$ cat src/rtl/ssl_pkg.sv
// ssl_pkg: shared state type, default frame geometry and width helpers.
// Latency: n/a (types and constant functions only).
// Backpressure: n/a.
package ssl_pkg;

   localparam int NCH_DEF   = 3;
   localparam int NDATA_DEF = 128;

   typedef enum logic [1:0] {
      IDLE    = 2'd0,
      CAPTURE = 2'd1,
      COMPUTE = 2'd2,
      OUTPUT  = 2'd3
   } state_t;

   // Width of an index over 0..n-1, never less than one bit.
   function automatic int idx_w(input int n);
      return (n > 1) ? $clog2(n) : 1;
   endfunction

   // Width of a count over 0..n inclusive.
   function automatic int cnt_w(input int n);
      return $clog2(n + 1);
   endfunction

endpackage

$ cat src/rtl/ssl_corr_mc_if.sv
// ssl_corr_mc_if: control, sample and result signals of the correlator.
// Latency: n/a (wiring only).
// Backpressure: out_valid/out_ready handshake on the result side.
// master = sample/control source + result consumer, slave = ssl_corr_mc.
//   en, smp_en, din[NCH:0] (bit0 = reference), out_ready  : master -> slave
//   out_valid, lag, score, busy, lag_ok                    : slave -> master
interface ssl_corr_mc_if #(
   parameter int NCH   = ssl_pkg::NCH_DEF,
   parameter int NDATA = ssl_pkg::NDATA_DEF,
   parameter int NLAG  = ssl_pkg::NDATA_DEF
);
   localparam int LAGW = ssl_pkg::idx_w(NLAG);
   localparam int SCW  = ssl_pkg::cnt_w(NDATA);

   logic                en;
   logic                smp_en;
   logic [NCH:0]        din;
   logic                out_ready;
   logic                out_valid;
   logic [NCH*LAGW-1:0] lag;
   logic [NCH*SCW-1:0]  score;
   logic                busy;
   logic [NCH-1:0]      lag_ok;

   modport master (
      output en, smp_en, din, out_ready,
      input  out_valid, lag, score, busy, lag_ok
   );

   modport slave (
      input  en, smp_en, din, out_ready,
      output out_valid, lag, score, busy, lag_ok
   );

endinterface

$ cat src/rtl/ssl_popcnt.sv
// ssl_popcnt: counts positions where a and b agree (XNOR + balanced adder tree).
// Latency: purely combinational, zero cycles.
// Backpressure: none.
// Ports: a, b (NDATA bits each) in; cnt (SCW bits, 0..NDATA) out.
module ssl_popcnt
   import ssl_pkg::*;
#(
   parameter int NDATA = NDATA_DEF,
   parameter int SCW   = cnt_w(NDATA)
) (
   input  logic [NDATA-1:0] a,
   input  logic [NDATA-1:0] b,
   output logic [SCW-1:0]   cnt
);

   // Leaves are padded to a power of two; padding leaves contribute zero.
   localparam int LVLS   = $clog2(NDATA);
   localparam int LEAVES = 1 << LVLS;

   genvar l, i;
   generate
      for (l = 0; l <= LVLS; l++) begin : g_lvl
         localparam int N = LEAVES >> l;
         logic [SCW-1:0] s [N];
         for (i = 0; i < N; i++) begin : g_node
            if (l == 0) begin : g_leaf
               if (i < NDATA) begin : g_bit
                  assign s[i] = SCW'(a[i] ~^ b[i]);
               end else begin : g_pad
                  assign s[i] = '0;
               end
            end else begin : g_add
               // Partial sums never exceed NDATA, so SCW bits never overflow.
               assign s[i] = g_lvl[l-1].s[2*i] + g_lvl[l-1].s[2*i+1];
            end
         end
      end
   endgenerate

   assign cnt = g_lvl[LVLS].s[0];

endmodule

$ cat src/rtl/ssl_corr_mc.sv
// ssl_corr_mc: captures NDATA strobed samples of a reference plus NCH mics, then finds per-channel best circular lag.
// Latency: result valid NCH*NLAG+1 cycles after the strobe that completes the frame.
// Backpressure: result held stable while out_valid && !out_ready; strobes outside CAPTURE are dropped.
// Ports: clk, rst (async, active-low); io (slave modport): en, smp_en, din[NCH:0] (bit0 = reference),
//        out_ready in; out_valid, lag[NCH*LAGW], score[NCH*SCW], busy, lag_ok[NCH] out.
// Build option: define SSL_THRESH_EN to drive lag_ok[c] = (score_c >= THRESH); otherwise lag_ok is all-ones.
module ssl_corr_mc
   import ssl_pkg::*;
#(
   parameter int NCH    = NCH_DEF,
   parameter int NDATA  = NDATA_DEF,
   parameter int NLAG   = NDATA_DEF,
   parameter int LAGW   = idx_w(NLAG),
   parameter int SCW    = cnt_w(NDATA),
   parameter int THRESH = NDATA / 2
) (
   input  logic         clk,
   input  logic         rst,
   ssl_corr_mc_if.slave io
);

   localparam int SCNTW = idx_w(NDATA);
   localparam int CHW   = idx_w(NCH);
   localparam int RW    = $clog2(2 * NDATA);

   localparam logic [SCNTW-1:0] SCNT_LAST = SCNTW'(NDATA - 1);
   localparam logic [LAGW-1:0]  K_LAST    = LAGW'(NLAG - 1);
   localparam logic [CHW-1:0]   CH_LAST   = CHW'(NCH - 1);

   state_t              state, state_n;
   logic [SCNTW-1:0]    scnt;
   logic [LAGW-1:0]     k;
   logic [CHW-1:0]      ch;
   logic [LAGW-1:0]     best_lag;
   logic [SCW-1:0]      best_score;
   logic [NCH*LAGW-1:0] lag_r;
   logic [NCH*SCW-1:0]  score_r;

   // Frame buffer: no reset, contents are only read after a full capture.
   logic [NDATA-1:0]    ref_buf;
   logic [NDATA-1:0]    sig_buf [NCH];

   logic [NDATA-1:0]    sig_sel;
   logic [2*NDATA-1:0]  sig_dbl;
   logic [NDATA-1:0]    sig_rot;
   logic [SCW-1:0]      corr;
   logic                take;
   logic [LAGW-1:0]     cand_lag;
   logic [SCW-1:0]      cand_score;

`ifdef SSL_THRESH_EN
   logic [NCH-1:0]      ok_r;
`endif

   // ---------------- FSM ----------------
   always_ff @(posedge clk or negedge rst) begin
      if (!rst) state <= IDLE;
      else      state <= state_n;
   end

   always_comb begin
      state_n = state;
      case (state)
         IDLE:    if (io.en) state_n = CAPTURE;
         CAPTURE: if (io.smp_en && scnt == SCNT_LAST) state_n = COMPUTE;
         COMPUTE: if (ch == CH_LAST && k == K_LAST) state_n = OUTPUT;
         OUTPUT:  if (io.out_ready) state_n = io.en ? CAPTURE : IDLE;
         default: state_n = IDLE;
      endcase
   end

   assign io.out_valid = (state == OUTPUT);
   assign io.busy      = (state != IDLE);

   // ---------------- capture ----------------
   always_ff @(posedge clk) begin
      if (state == CAPTURE && io.smp_en) begin
         ref_buf[scnt] <= io.din[0];
         for (int c = 0; c < NCH; c++) sig_buf[c][scnt] <= io.din[c+1];
      end
   end

   // ---------------- correlation ----------------
   always_comb begin
      sig_sel = '0;
      for (int c = 0; c < NCH; c++) begin
         if (ch == CHW'(c)) sig_sel = sig_buf[c];
      end
   end

   // Bit j of the doubled word at offset k is sig[(j+k) mod NDATA], since k < NDATA.
   assign sig_dbl = {sig_sel, sig_sel};
   assign sig_rot = sig_dbl[RW'(k) +: NDATA];

   ssl_popcnt #(
      .NDATA (NDATA),
      .SCW   (SCW)
   ) u_popcnt (
      .a   (ref_buf),
      .b   (sig_rot),
      .cnt (corr)
   );

   // Lag 0 always seeds the search; strict > keeps the lowest lag on ties.
   assign take       = (k == '0) || (corr > best_score);
   assign cand_lag   = take ? k    : best_lag;
   assign cand_score = take ? corr : best_score;

   always_ff @(posedge clk or negedge rst) begin
      if (!rst) begin
         scnt       <= '0;
         k          <= '0;
         ch         <= '0;
         best_lag   <= '0;
         best_score <= '0;
         lag_r      <= '0;
         score_r    <= '0;
`ifdef SSL_THRESH_EN
         ok_r       <= '0;
`endif
      end else begin
         case (state)
            IDLE: scnt <= '0;
            CAPTURE: begin
               if (io.smp_en) begin
                  if (scnt == SCNT_LAST) begin
                     scnt       <= '0;
                     k          <= '0;
                     ch         <= '0;
                     best_lag   <= '0;
                     best_score <= '0;
                  end else begin
                     scnt <= scnt + 1'b1;
                  end
               end
            end
            COMPUTE: begin
               best_lag   <= cand_lag;
               best_score <= cand_score;
               if (k == K_LAST) begin
                  k  <= '0;
                  ch <= (ch == CH_LAST) ? '0 : ch + 1'b1;
                  for (int c = 0; c < NCH; c++) begin
                     if (ch == CHW'(c)) begin
                        lag_r[c*LAGW +: LAGW]  <= cand_lag;
                        score_r[c*SCW +: SCW]  <= cand_score;
`ifdef SSL_THRESH_EN
                        ok_r[c]                <= (cand_score >= SCW'(THRESH));
`endif
                     end
                  end
               end else begin
                  k <= k + 1'b1;
               end
            end
            OUTPUT: if (io.out_ready) scnt <= '0;
            default: ;
         endcase
      end
   end

   assign io.lag   = lag_r;
   assign io.score = score_r;
`ifdef SSL_THRESH_EN
   assign io.lag_ok = ok_r;
`else
   assign io.lag_ok = '1;
`endif

   // Elaboration-time guard against inconsistent overrides.
   if (NLAG < 1 || NLAG > NDATA || LAGW < idx_w(NLAG) || SCW < cnt_w(NDATA) || THRESH > NDATA)
   begin : g_param_check
      $error("ssl_corr_mc: inconsistent parameters");
   end

endmodule

$ cat src/flat_wrapper.sv
// flat-port wrapper written by rule: the top's interface ports become plain ports
module ssl_corr_mc_flat import ssl_pkg::*;
#(
   parameter int NCH    = NCH_DEF,
   parameter int NDATA  = NDATA_DEF,
   parameter int NLAG   = NDATA_DEF,
   parameter int LAGW   = idx_w(NLAG),
   parameter int SCW    = cnt_w(NDATA),
   parameter int THRESH = NDATA / 2
)
  (clk, rst, io_en, io_smp_en, io_din, io_out_ready, io_out_valid, io_lag, io_score, io_busy, io_lag_ok);
  ssl_corr_mc_if #(.NCH(NCH), .NDATA(NDATA), .NLAG(NLAG)) io_i ();
  input  logic clk;
  input  logic rst;
  input wire logic [$bits(io_i.en)-1:0] io_en;
  input wire logic [$bits(io_i.smp_en)-1:0] io_smp_en;
  input wire logic [$bits(io_i.din)-1:0] io_din;
  input wire logic [$bits(io_i.out_ready)-1:0] io_out_ready;
  output wire logic [$bits(io_i.out_valid)-1:0] io_out_valid;
  output wire logic [$bits(io_i.lag)-1:0] io_lag;
  output wire logic [$bits(io_i.score)-1:0] io_score;
  output wire logic [$bits(io_i.busy)-1:0] io_busy;
  output wire logic [$bits(io_i.lag_ok)-1:0] io_lag_ok;
  assign io_i.en = io_en;
  assign io_i.smp_en = io_smp_en;
  assign io_i.din = io_din;
  assign io_i.out_ready = io_out_ready;
  assign io_out_valid = io_i.out_valid;
  assign io_lag = io_i.lag;
  assign io_score = io_i.score;
  assign io_busy = io_i.busy;
  assign io_lag_ok = io_i.lag_ok;
  ssl_corr_mc #(.NCH(NCH), .NDATA(NDATA), .NLAG(NLAG), .LAGW(LAGW), .SCW(SCW), .THRESH(THRESH)) u_core (.clk(clk), .rst(rst), .io(io_i));
endmodule
$ cat config.mk
export PLATFORM = sky130hd
export DESIGN_NAME = ssl_corr_mc_flat
export DESIGN_NICKNAME = d
export VERILOG_FILES = /design/src/rtl/ssl_pkg.sv /design/src/rtl/ssl_corr_mc_if.sv /design/src/rtl/ssl_popcnt.sv /design/src/rtl/ssl_corr_mc.sv /design/src/flat_wrapper.sv
export SDC_FILE = /design/constraint.sdc
export NUM_CORES = 1
export LEC_CHECK = 0
export CORE_ASPECT_RATIO = 0.9
export CORE_MARGIN = 2
export CORE_UTILIZATION = 58
export CTS_CLUSTER_DIAMETER = 80
export CTS_CLUSTER_SIZE = 20
export DETAILED_ROUTE_END_ITERATION = 8
export PLACE_DENSITY = 0.75
export SYNTH_ARGS = -nofsm -noshare
export SYNTH_HDL_FRONTEND = slang
export SYNTH_SLANG_ARGS = --single-unit
$ cat constraint.sdc
create_clock -name clk -period 11.6 [get_ports clk]
set_input_delay 3.48 -clock clk [delete_from_list [all_inputs] [get_ports clk]]
set_output_delay 3.48 -clock clk [all_outputs]
set_load 0.02 [all_outputs]
### After elaboration in Yosys (flattened, before gate mapping)

Memory sizes are Yosys's and may differ from the RTL's.
Cells that the tools add are included.

| storage, ports and cells | value |
|---|---|
| flip-flop bits (word level) | 206 |
| RAM bits | 384 |
| input bits | 9 |
| output and inout port bits | 50 |
| word-level logic and storage cells | 341 |
| memories kept | 1 |

| cells by class | value |
|---|---|
| $add $sub $neg | 130 |
| order comparisons | 3 |
| equal/unequal tests | 14 |
| shift-type cells | 1 |
| mux-type cells | 33 |
| bitwise operators | 128 |
| reduce and logical (&&, ||, !) cells | 18 |

Memories:

| memory | words | bits a word | read ports | clocked after Yosys merged registers in | write ports | RTL line | source |
|---|---|---|---|---|---|---|---|
| u_core.sig_buf | 3 | 128 | 3 | 0 | 3 | ssl_corr_mc.sv:41 | `logic [NDATA-1:0] sig_buf [NCH];` |

Operators by type and width:

| kind | count |
|---|---|
| $xnor 1x1->8 | 128 |
| $add 8x8->8 | 127 |
| $mux 128 | 4 |
| $shiftx 256x8->128 | 1 |
| $bwmux 128 | 1 |
| $mux 7 | 7 |
| $pmux 7 s2 | 2 |
| $mux 8 | 3 |
| $pmux 7 s3 | 1 |
| $mux 2 | 8 |
| $pmux 8 s2 | 1 |
| $reduce_and 3->1 | 5 |
| $add 7x1->7 const B | 2 |
| $eq 7x7->1 const B | 2 |
| $gt 8x8->1 | 1 |
| $lt 7x8->1 const B | 1 |
| $ne 2x1->1 const B | 4 |
| $pmux 2 s4 | 1 |
| $reduce_and 4->1 | 2 |
| $demux 1 s7 | 1 |
| $ge 7x1->1 const B | 1 |
| $logic_not 7->1 | 1 |
| $eq 2x2->1 const B | 3 |
| $ne 2x2->1 const B | 3 |
| 9 further kinds | 17 |

### Longest topological paths before layout

Gate-level depths: netlist of the first run.

| depth | value |
|---|---|
| word-level depth | 17 |
| mapped depth | 47 |
| gate-level depth less buffers | 41 |

### Cells and area by module

A second synthesis of the first run with hierarchy kept.

| second synthesis, totals | value |
|---|---|
| cells, all modules | 2860 |
| area, all modules | 38729.6 µm² |

By module, submodules not included:

| module | instances | cells an instance | area an instance (µm²) | seq. area each (µm²) |
|---|---|---|---|---|
| ssl_corr_mc | 1 | 2478 | 34505.6 | 17326.6 |
| ssl_popcnt | 1 | 382 | 4224.1 | 0.0 |

### Worst setup path before layout of the first run

Ideal clock, no wire load.

| timing | value |
|---|---|
| path kind | register -> register |
| start | register u_core.k[1] |
| end | register u_core.lag_r[19] (netlist: u_core.io.lag[19]) |
| library setup time | 0.137 ns |
| arrival time | 11.467 ns |
| data required time | 11.463 ns |
| setup slack | -0.004 ns |
| stages on the path, launching flop included | 43 |
| path buffers | 5 |
| period minus slack after synthesis | 11.604 ns |
| path through | dfrtp_1 -> buf_2 -> clkbuf_1 -> buf_2 -> mux4_2 -> mux4_2 -> mux2i_1 -> o22ai_1 -> a211oi_2 -> xor2_1 -> fa_1 -> inv_1 -> fa_1 -> inv_1 -> fa_1 -> fa_1 -> fa_1 -> inv_1 -> [7 not listed] -> inv_1 -> ha_1 -> a21o_1 -> a21oi_1 -> o21bai_1 -> a21oi_1 -> o21bai_1 -> a21o_1 -> ha_1 -> nand3_1 -> nor2_1 -> a22o_1 -> a31oi_1 -> or2_2 -> buf_2 -> buf_1 -> mux2i_1 -> a21oi_1 |

| on the way | value |
|---|---|
| word-level cells in the longest chain between the ends | 12 |
| elaborated cells on any way between the ends | 262 |
| classes of those cells | add/sub: 127; order compare: 1; eq/ne: 1; shift: 1; mux: 1; bitwise: 128; reduce/logical: 3 |

RTL lines:

| item | RTL line | source |
|---|---|---|
| start, declared | ssl_corr_mc.sv:32 | `logic [LAGW-1:0] k;` |
| start signal, assigned | ssl_corr_mc.sv:153 | `k <= k + 1'b1;` |
| $shiftx 256x8->128 | ssl_corr_mc.sv:93 | `assign sig_rot = sig_dbl[RW'(k) +: NDATA];` |
| $xnor 1x1->8 | ssl_popcnt.sv:28 | `assign s[i] = SCW'(a[i] ~^ b[i]);` |
| $add 8x8->8 (7 in a row) | ssl_popcnt.sv:34 | `assign s[i] = g_lvl[l-1].s[2*i] + g_lvl[l-1].s[2*i+1];` |
| $gt 8x8->1 | ssl_corr_mc.sv:105 | `assign take = (k == '0) \|\| (corr > best_score);` |
| $logic_or 1x1->1 | ssl_corr_mc.sv:105 |  |
| $mux 7 | ssl_corr_mc.sv:106 | `assign cand_lag = take ? k : best_lag;` |
| end signal, assigned by index | ssl_corr_mc.sv:145 | `lag_r[c*LAGW +: LAGW] <= cand_lag;` |
| end, declared | ssl_corr_mc.sv:36 | `logic [NCH*LAGW-1:0] lag_r;` |

Several ways; a longest one is shown, not always the timed one.
A chain may end at the register's enable or synchronous reset.

### Final worst setup path of the first run

| timing | value |
|---|---|
| start | register u_core.ch[0] |
| end | register u_core.score_r[23] (netlist: u_core.io.score[23]) |

| on the way | value |
|---|---|
| word-level cells in the longest chain between the ends | 16 |
| elaborated cells on any way between the ends | 266 |
| classes of those cells | add/sub: 127; order compare: 1; eq/ne: 2; shift: 1; mux: 4; bitwise: 128; reduce/logical: 3 |

RTL lines:

| item | RTL line | source |
|---|---|---|
| start, declared | ssl_corr_mc.sv:33 | `logic [CHW-1:0] ch;` |
| start signal, assigned | ssl_corr_mc.sv:142 | `ch <= (ch == CH_LAST) ? '0 : ch + 1'b1;` |
| $logic_not 2->1 | ssl_corr_mc.sv:87 | `if (ch == CHW'(c)) sig_sel = sig_buf[c];` |
| $mux 128 (3 in a row) | ssl_corr_mc.sv:87 |  |
| $shiftx 256x8->128 | ssl_corr_mc.sv:93 |  |
| $xnor 1x1->8 | ssl_popcnt.sv:28 |  |
| $add 8x8->8 (7 in a row) | ssl_popcnt.sv:34 |  |
| $gt 8x8->1 | ssl_corr_mc.sv:105 |  |
| $logic_or 1x1->1 | ssl_corr_mc.sv:105 |  |
| $mux 8 | ssl_corr_mc.sv:107 | `assign cand_score = take ? corr : best_score;` |
| end signal, assigned by index | ssl_corr_mc.sv:146 | `score_r[c*SCW +: SCW] <= cand_score;` |
| end, declared | ssl_corr_mc.sv:37 | `logic [NCH*SCW-1:0] score_r;` |

Several ways; a longest one is shown, not always the timed one.

==> out/metrics.csv, run 1 <==
metric;value;unit
worstPathRequired;12.08;ns
setup_viol;60;
dpl_cell_area;0.0434;mm^2
whs_endpoint;u_core.best_score[2];
cp_common_cell;fa_1;
fin_util;74.0;%
synth.top_cell.area_share;41.0;%
postSynthCellCount;2739;
die_w;272;um
min_path_type;flip-flop to flip-flop;
syn_to_final_growth;26.4;%
dr_total_vias;31145;
postSynthAreaPerCell;13.7;um^2
clkTransAtPathRegs;0.09;ns
grt_pass1_wl;223000;um
totalWireLength;164000;um
drtPass1Iterations;6;
final_antenna_net_count;0;
cp_max_fo;22;
hold_buffers;0;
skew;0.0318;ns
grt_antenna_before_repair;7;
outcome;complete, but fails checks;
io_pins;59;
hpwl;119000;um
synthTopCellsByArea;edfxtp_1 41%, mux4_2 15%, mux2i_1 9.3%;
met2_usage;69.4;%
track_usage;48.0;%
drv_slew;0;
grt-busiest-layer;met2;
grt_pass1_vias;29817;
cp-start-kind;flip-flop;
cp_slowest_cell;fa_2;
drc_errors;0;
timing.hold.ws;0.510;ns
grt_max_degree;82;
num_rows;88;
globalRouteOverflowTotal;0;
ys_seq_elements;590;
viasPerCell;7.40;
cts_buffer_depth;3;
dp.cells;4050;
critical_path.max_stage_delay;0.57;ns
slew_headroom;5.77;%
clockRootBuffer;clkbuf_16;
final_area;0.0474;mm^2
ys_types;61;
crit_path_start;u_core.ch[0];
use_met3;17.5;%
fin_crit_sh;108;%
final_cell_count_no_fill;4208;
cp.buffers_inverters;15;
h-tree-depth;2;
numCtsBuffers;39;
layout-drive-gt1-share;39.5;%
r2r_cells;48;
die_height;245;um
cp.arrival;13.01;ns
rsz0062_at_grt;true;
numPortBuffers;55;
avgRoutedWirePerCell;39.0;um
finalHoldViolCount;0;
synth_area_leader_cell;edfxtp_1;
dieArea;0.0668;mm^2
violations;setup timing;
drt_iter0_markers;5921;
cp_top_family;adder cells;
nets;3496;
synthFlopType;edfxtp_1;
clk_latency;0.62;ns
yosysWarnings;0;
max_freq;79.8;MHz
cts_tree;done;
yosysSeqAreaShare;46.2;%
synth_area;0.0375;mm^2
synth-edff-count;512;
numClockSinks;590;
async_flop_share;13.2;%
cp-end-kind;flip-flop;
grtUsageMet1;64.1;%
max-cap-violations;0;
r2r-start;u_core.ch[0];
fin_crit;12.54;ns
hold_path_depth;2;
reg2reg_slack;-0.94;ns
globalplace.congestion;1.08;
setup_slack;-0.935;ns
crit_type;flip-flop to flip-flop;
r2r-end;u_core.io.score[23];
crit_cells;48;
core;0.0641;mm^2
initial_core_util;58.6;%
min_from;u_core.best_score[2];
max_slew.worst_pin.slew;1.40;ns
[per-layer routing]
layer | vias to the layer above | wire (um)
li1 | 11815 | -
met2 | 3030 | 69000
met5 | - | 69
met3 | 702 | 26400
met1 | 15588 | 56500
met4 | 10 | 12300
[per-stage QoR]
| step | TNS (ns) | setup slack (ns) |
|---|---|---|
| after global placement | -51.08 | -0.910 |
| after CTS | -23.98 | -0.495 |
| after floorplan | 0 | 0.0551 |
| final | -51.58 | -0.935 |
| after global routing | -58.10 | -1.05 |
| after detailed placement | -64.66 | -1.14 |
[cells by family (layout without fill, tap and decap cells)]
group	Yosys count	in the layout	share of synthesized area [%]
AO/OA/AOI/OAI	456	456	9.00
multiplexers	631	631	25.5
AND/OR/NAND/NOR	445	446	5.18
adder cells (fa/ha/maj)	156	156	7.50
other	1	5	0.00999
XOR/XNOR	133	133	3.10
flip-flops	590	590	46.2
buffers and inverters	327	936	3.56
[Yosys cell counts (all sizes together) (8+ instances only)]
| library cell | number |
|---|---|
| a211oi | 19 |
| nand2 | 51 |
| nand3 | 19 |
| a22o | 24 |
| nor3 | 31 |
| fa | 115 |
| dfrtp | 78 |
| mux2 | 20 |
| ha | 41 |
| mux4 | 256 |
| a21oi | 60 |
| o22ai | 74 |
| a41oi | 8 |
| o211ai | 56 |
| buf | 81 |
| o21ai | 46 |
| nor2b | 14 |
| inv | 118 |
| mux2i | 355 |
| xor2 | 73 |
| a22oi | 9 |
| nor2 | 274 |
| xnor2 | 60 |
| nand3b | 20 |
| clkbuf | 128 |
| edfxtp | 512 |
| o2bb2ai | 111 |
[worst max-delay path by stage]
stage and end:
6_report u_core.io.score[23], 5_1_grt u_core.io.lag[9], 4_1_cts u_core.io.lag[16], 3_5_place_dp u_core.io.lag[18], 3_3_place_gp u_core.io.score[16], 2_1_floorplan u_core.io.lag[19]
[area by class of cell]
type | count | area (um^2)
inverter | 118 | 450
fill | 3939 | 16700
tap | 855 | 1070
sequential | 590 | 17400
antenna | 2 | 5.00
clock inverter | 9 | 134
clock buffer | 52 | 1060
multi-input combinational | 1825 | 20700
timing repair buffer | 757 | 6690
[state kept, by name (all words and copies together) (netlist names)]
| register | count |
|---|---|
| u_core.ref_buf | 128 |
| u_core.scnt | 7 |
| u_core.best_lag | 7 |
| u_core.state | 2 |
| u_core.sig_buf | 384 |
| u_core.ch | 2 |
| u_core.io.lag | 21 |
| u_core.k | 7 |
| u_core.best_score | 8 |
| u_core.io.score | 24 |
[worst register-to-register path, delay by kind of cell, from the launching register on]
kind	cells	cell delay [ns]
multiplexers	7	1.89
AO/OA/AOI/OAI	9	1.37
AND/OR/NAND/NOR	2	0.58
buffers and inverters	15	1.82
XOR/XNOR	2	0.29
flip-flops	1	0.54
adder cells (fa/ha/maj)	13	5.88
[repair_timing]
item / in CTS / in global routing
gates resized for setup: 248 / 111
setup endpoints to repair: 60 / 60
setup buffers: 64 / 26
cloned: 5 / 6
pin swaps: 86 / 47
[placed cells by master (no fill, tap or decap), drive strengths merged, types with 24 or more instances in the layout]
master         netlist  layout
mux4               256     256
nand2               51      51
a22o                24      24
fa                 115     115
mux2i              355     355
o22ai               74      74
o2bb2ai            111     111
o211ai              56      56
buf                 81     703
nor2               274     274
xor2                73      73
inv                118     123
nor3                31      31
clkdlybuf4s50        0      50
ha                  41      41
edfxtp             512     512
clkbuf             128      56
xnor2               60      60
dfrtp               78      78
a21oi               60      60
o21ai               46      46
Power of run 1 is not shown: default switching activity piles up to over one toggle a cycle in this logic, so the estimate is an artifact.
==> run 2: changes to the inputs <==
CORE_ASPECT_RATIO = 1.75   (was 0.9)
CORE_UTILIZATION = 55   (was 58)
PLACE_DENSITY = 0.71   (was 0.75)
==> run 2 against run 1 <==
  * The flow still finishes with violations (setup timing)
  * Routed wire length is 9.5% higher
  * Flip-flop and latch count stayed put
  * Clock skew is 0.0075 ns lower
  * Highest routed layer unchanged
  * Via count is 1.7% higher
  * Sequential share of layout area is 0.90 points lower
  * Worst setup slack better by 0.11 ns
  * Die area is 5.5% higher
  * Final cell count is 3.8% higher
  * Clock-buffer cell count is 9 higher
  * Worst hold slack better by 0.0056 ns
==> out/metrics.csv, run 2 (same netlist as run 1, synthesis figures left out) <==
metric;value;unit;change
outcome;complete, but fails checks;;unchanged
violations;setup timing;;unchanged
initial_core_util;55.6;%;was 58.6%
final_area;0.0486;mm^2;was 0.0474 mm^2
cp-end-kind;flip-flop;;unchanged
syn_to_final_growth;29.5;%;was 26.4%
largest_reg_flops;384;;unchanged
max_freq;80.5;MHz;was 79.8 MHz
grt_pass1_wl;245000;um;was 223000 um
fin_crit;12.43;ns;was 12.54 ns
clkTransAtPathRegs;0.09;ns;about the same
final_cell_mix;697 x buf_4, 512 x edfxtp_1, 269 x mux2i_1;;was 622 x buf_4, 512 x edfxtp_1, 273 x mux2i_1
viasPerCell;7.25;;was 7.40
reg2reg_slack;-0.83;ns;was -0.94 ns
final_antenna_net_count;0;;unchanged
globalRouteOverflowTotal;0;;unchanged
tns;-45.52;ns;was -51.58 ns
drv_slew;0;;unchanged
fin_crit_sh;107;%;was 108%
grt_antenna_before_repair;10;;was 7
max-cap-violations;0;;unchanged
nets;3599;;was 3496
timing.hold.ws;0.515;ns;was 0.510 ns
hpwl;131000;um;was 119000 um
setup_viol;60;;unchanged
numCtsBuffers;37;;was 39
globalplace.congestion;1.17;;was 1.08
drc_errors;0;;unchanged
rsz0062_at_grt;true;;unchanged
critical_path.max_stage_delay;0.61;ns;was 0.57 ns
dieArea;0.0704;mm^2;was 0.0668 mm^2
largest-register;u_core.sig_buf;;unchanged
die_w;201;um;was 272 um
numClockSinks;590;;unchanged
drt_iter0_markers;4453;;was 5921
numPortBuffers;55;;unchanged
h-tree-depth;2;;unchanged
cp_common_cell;fa_1;;unchanged
drtPass1Iterations;8;;was 6
skew;0.0243;ns;was 0.0318 ns
grt_max_degree;71;;was 82
cp-start-kind;flip-flop;;unchanged
worstPathRequired;12.09;ns;was 12.08 ns
die_height;350;um;was 245 um
clk_latency;0.65;ns;was 0.62 ns
finalHoldViolCount;0;;unchanged
io_pins;59;;unchanged
avgRoutedWirePerCell;41.1;um;was 39.0 um
fin_util;72.1;%;was 74.0%
n_fill_cell;4352;;was 3939
layout-drive-gt1-share;41.5;%;was 39.5%
crit_type;flip-flop to flip-flop;;unchanged
final_common_cell;buf_4;;unchanged
cts_buffer_depth;3;;unchanged
cp.arrival;12.92;ns;was 13.01 ns
dpl_cell_area;0.0438;mm^2;was 0.0434 mm^2
track_usage;50.9;%;was 48.0%
clockRootBuffer;clkbuf_16;;unchanged
cts_tree;done;;unchanged
cp_max_fo;8;;was 22
setup_slack;-0.826;ns;was -0.935 ns
core;0.0675;mm^2;was 0.0641 mm^2
num_rows;126;;was 88
multiInputGateArea;0.0208;mm^2;was 0.0207 mm^2
grt_pass1_vias;31589;;was 29817
cp_slowest_cell;mux4_2;;was fa_2
slew_headroom;8.68;%;was 5.77%
totalWireLength;180000;um;was 164000 um
regArea;0.0174;mm^2;unchanged
dr_total_vias;31661;;was 31145
min_path_type;flip-flop to flip-flop;;unchanged
max_slew.worst_pin.slew;1.36;ns;was 1.40 ns
-- run 2: cell count changes in the layout (fill, tap and decap cells not counted), moves of 13 or more --
cell,change
buf_4,+75
clkbuf_1,+13
buf_12,+17
mux2i_4,+13
o2bb2ai_1,+13
-- run 2: path summary, 6_finish.rpt --
check                                           from  cells past startpoint              endpoint
worst max-delay path                    u_core.ch[0]                     48   u_core.io.score[13]
worst min-delay path            u_core.best_score[2]                      2  u_core.best_score[2]
worst max register to register          u_core.ch[0]                     48   u_core.io.score[13]
worst min register to register  u_core.best_score[2]                      2  u_core.best_score[2]
max in group asynchronous                        rst                      2          u_core.ch[1]
min in group asynchronous                        rst                      1        u_core.scnt[3]
-- run 2: stage by stage --
stage	cells	setup slack [ns]
6_report	4370	-0.826
5_1_grt	4363	-1.11
4_1_cts	4302	-0.501
3_5_place_dp	4130	-1.70
3_3_place_gp	4130	-1.38
2_1_floorplan	2741	0.0551
-- run 2: cell type report --
class / count / area share (%)
diodes: 11 / 0.0566
clock buffers: 61 / 2.09
clock inverters: 7 / 0.196
inverters: 118 / 0.926
multi-input cells: 1827 / 42.8
flip-flops and latches: 590 / 35.7
well taps: 896 / 2.31
repair buffers: 860 / 15.9
-- run 2: what timing repair did --
item	in CTS	in global routing
endpoints found under the hold margin	0	0
gates resized for setup	235	187
buffers inserted	99	59
endpoints found under the setup margin	60	60
pin swaps	76	67
gates cloned	8	2
hold buffers	0	0
-- run 2: worst max-delay path: cells and delay by family (launching register included) --
kind                     cells  cell delay (ns)
adder cells (fa/ha/maj)     13             5.72
multiplexers                 6             1.93
buffers and inverters       15             1.86
AO/OA/AOI/OAI               11             1.57
flip-flops                   1             0.50
XOR/XNOR                     2             0.36
AND/OR/NAND/NOR              1             0.29
-- run 2: per-layer routing --
metal / vias up / share of wire (%) / wire length [um] / global-route usage, %
li1: 12031 / - / - / -
met1: 15747 / 30 / 53400 / 52.7
met2: 2785 / 45 / 81700 / 79.4
met3: 1092 / 11 / 19900 / 16.4
met4: 6 / 14 / 24800 / 52.0
met5: - / 0.021 / 37 / 1.44
Power of run 2 is left out for the same reason.
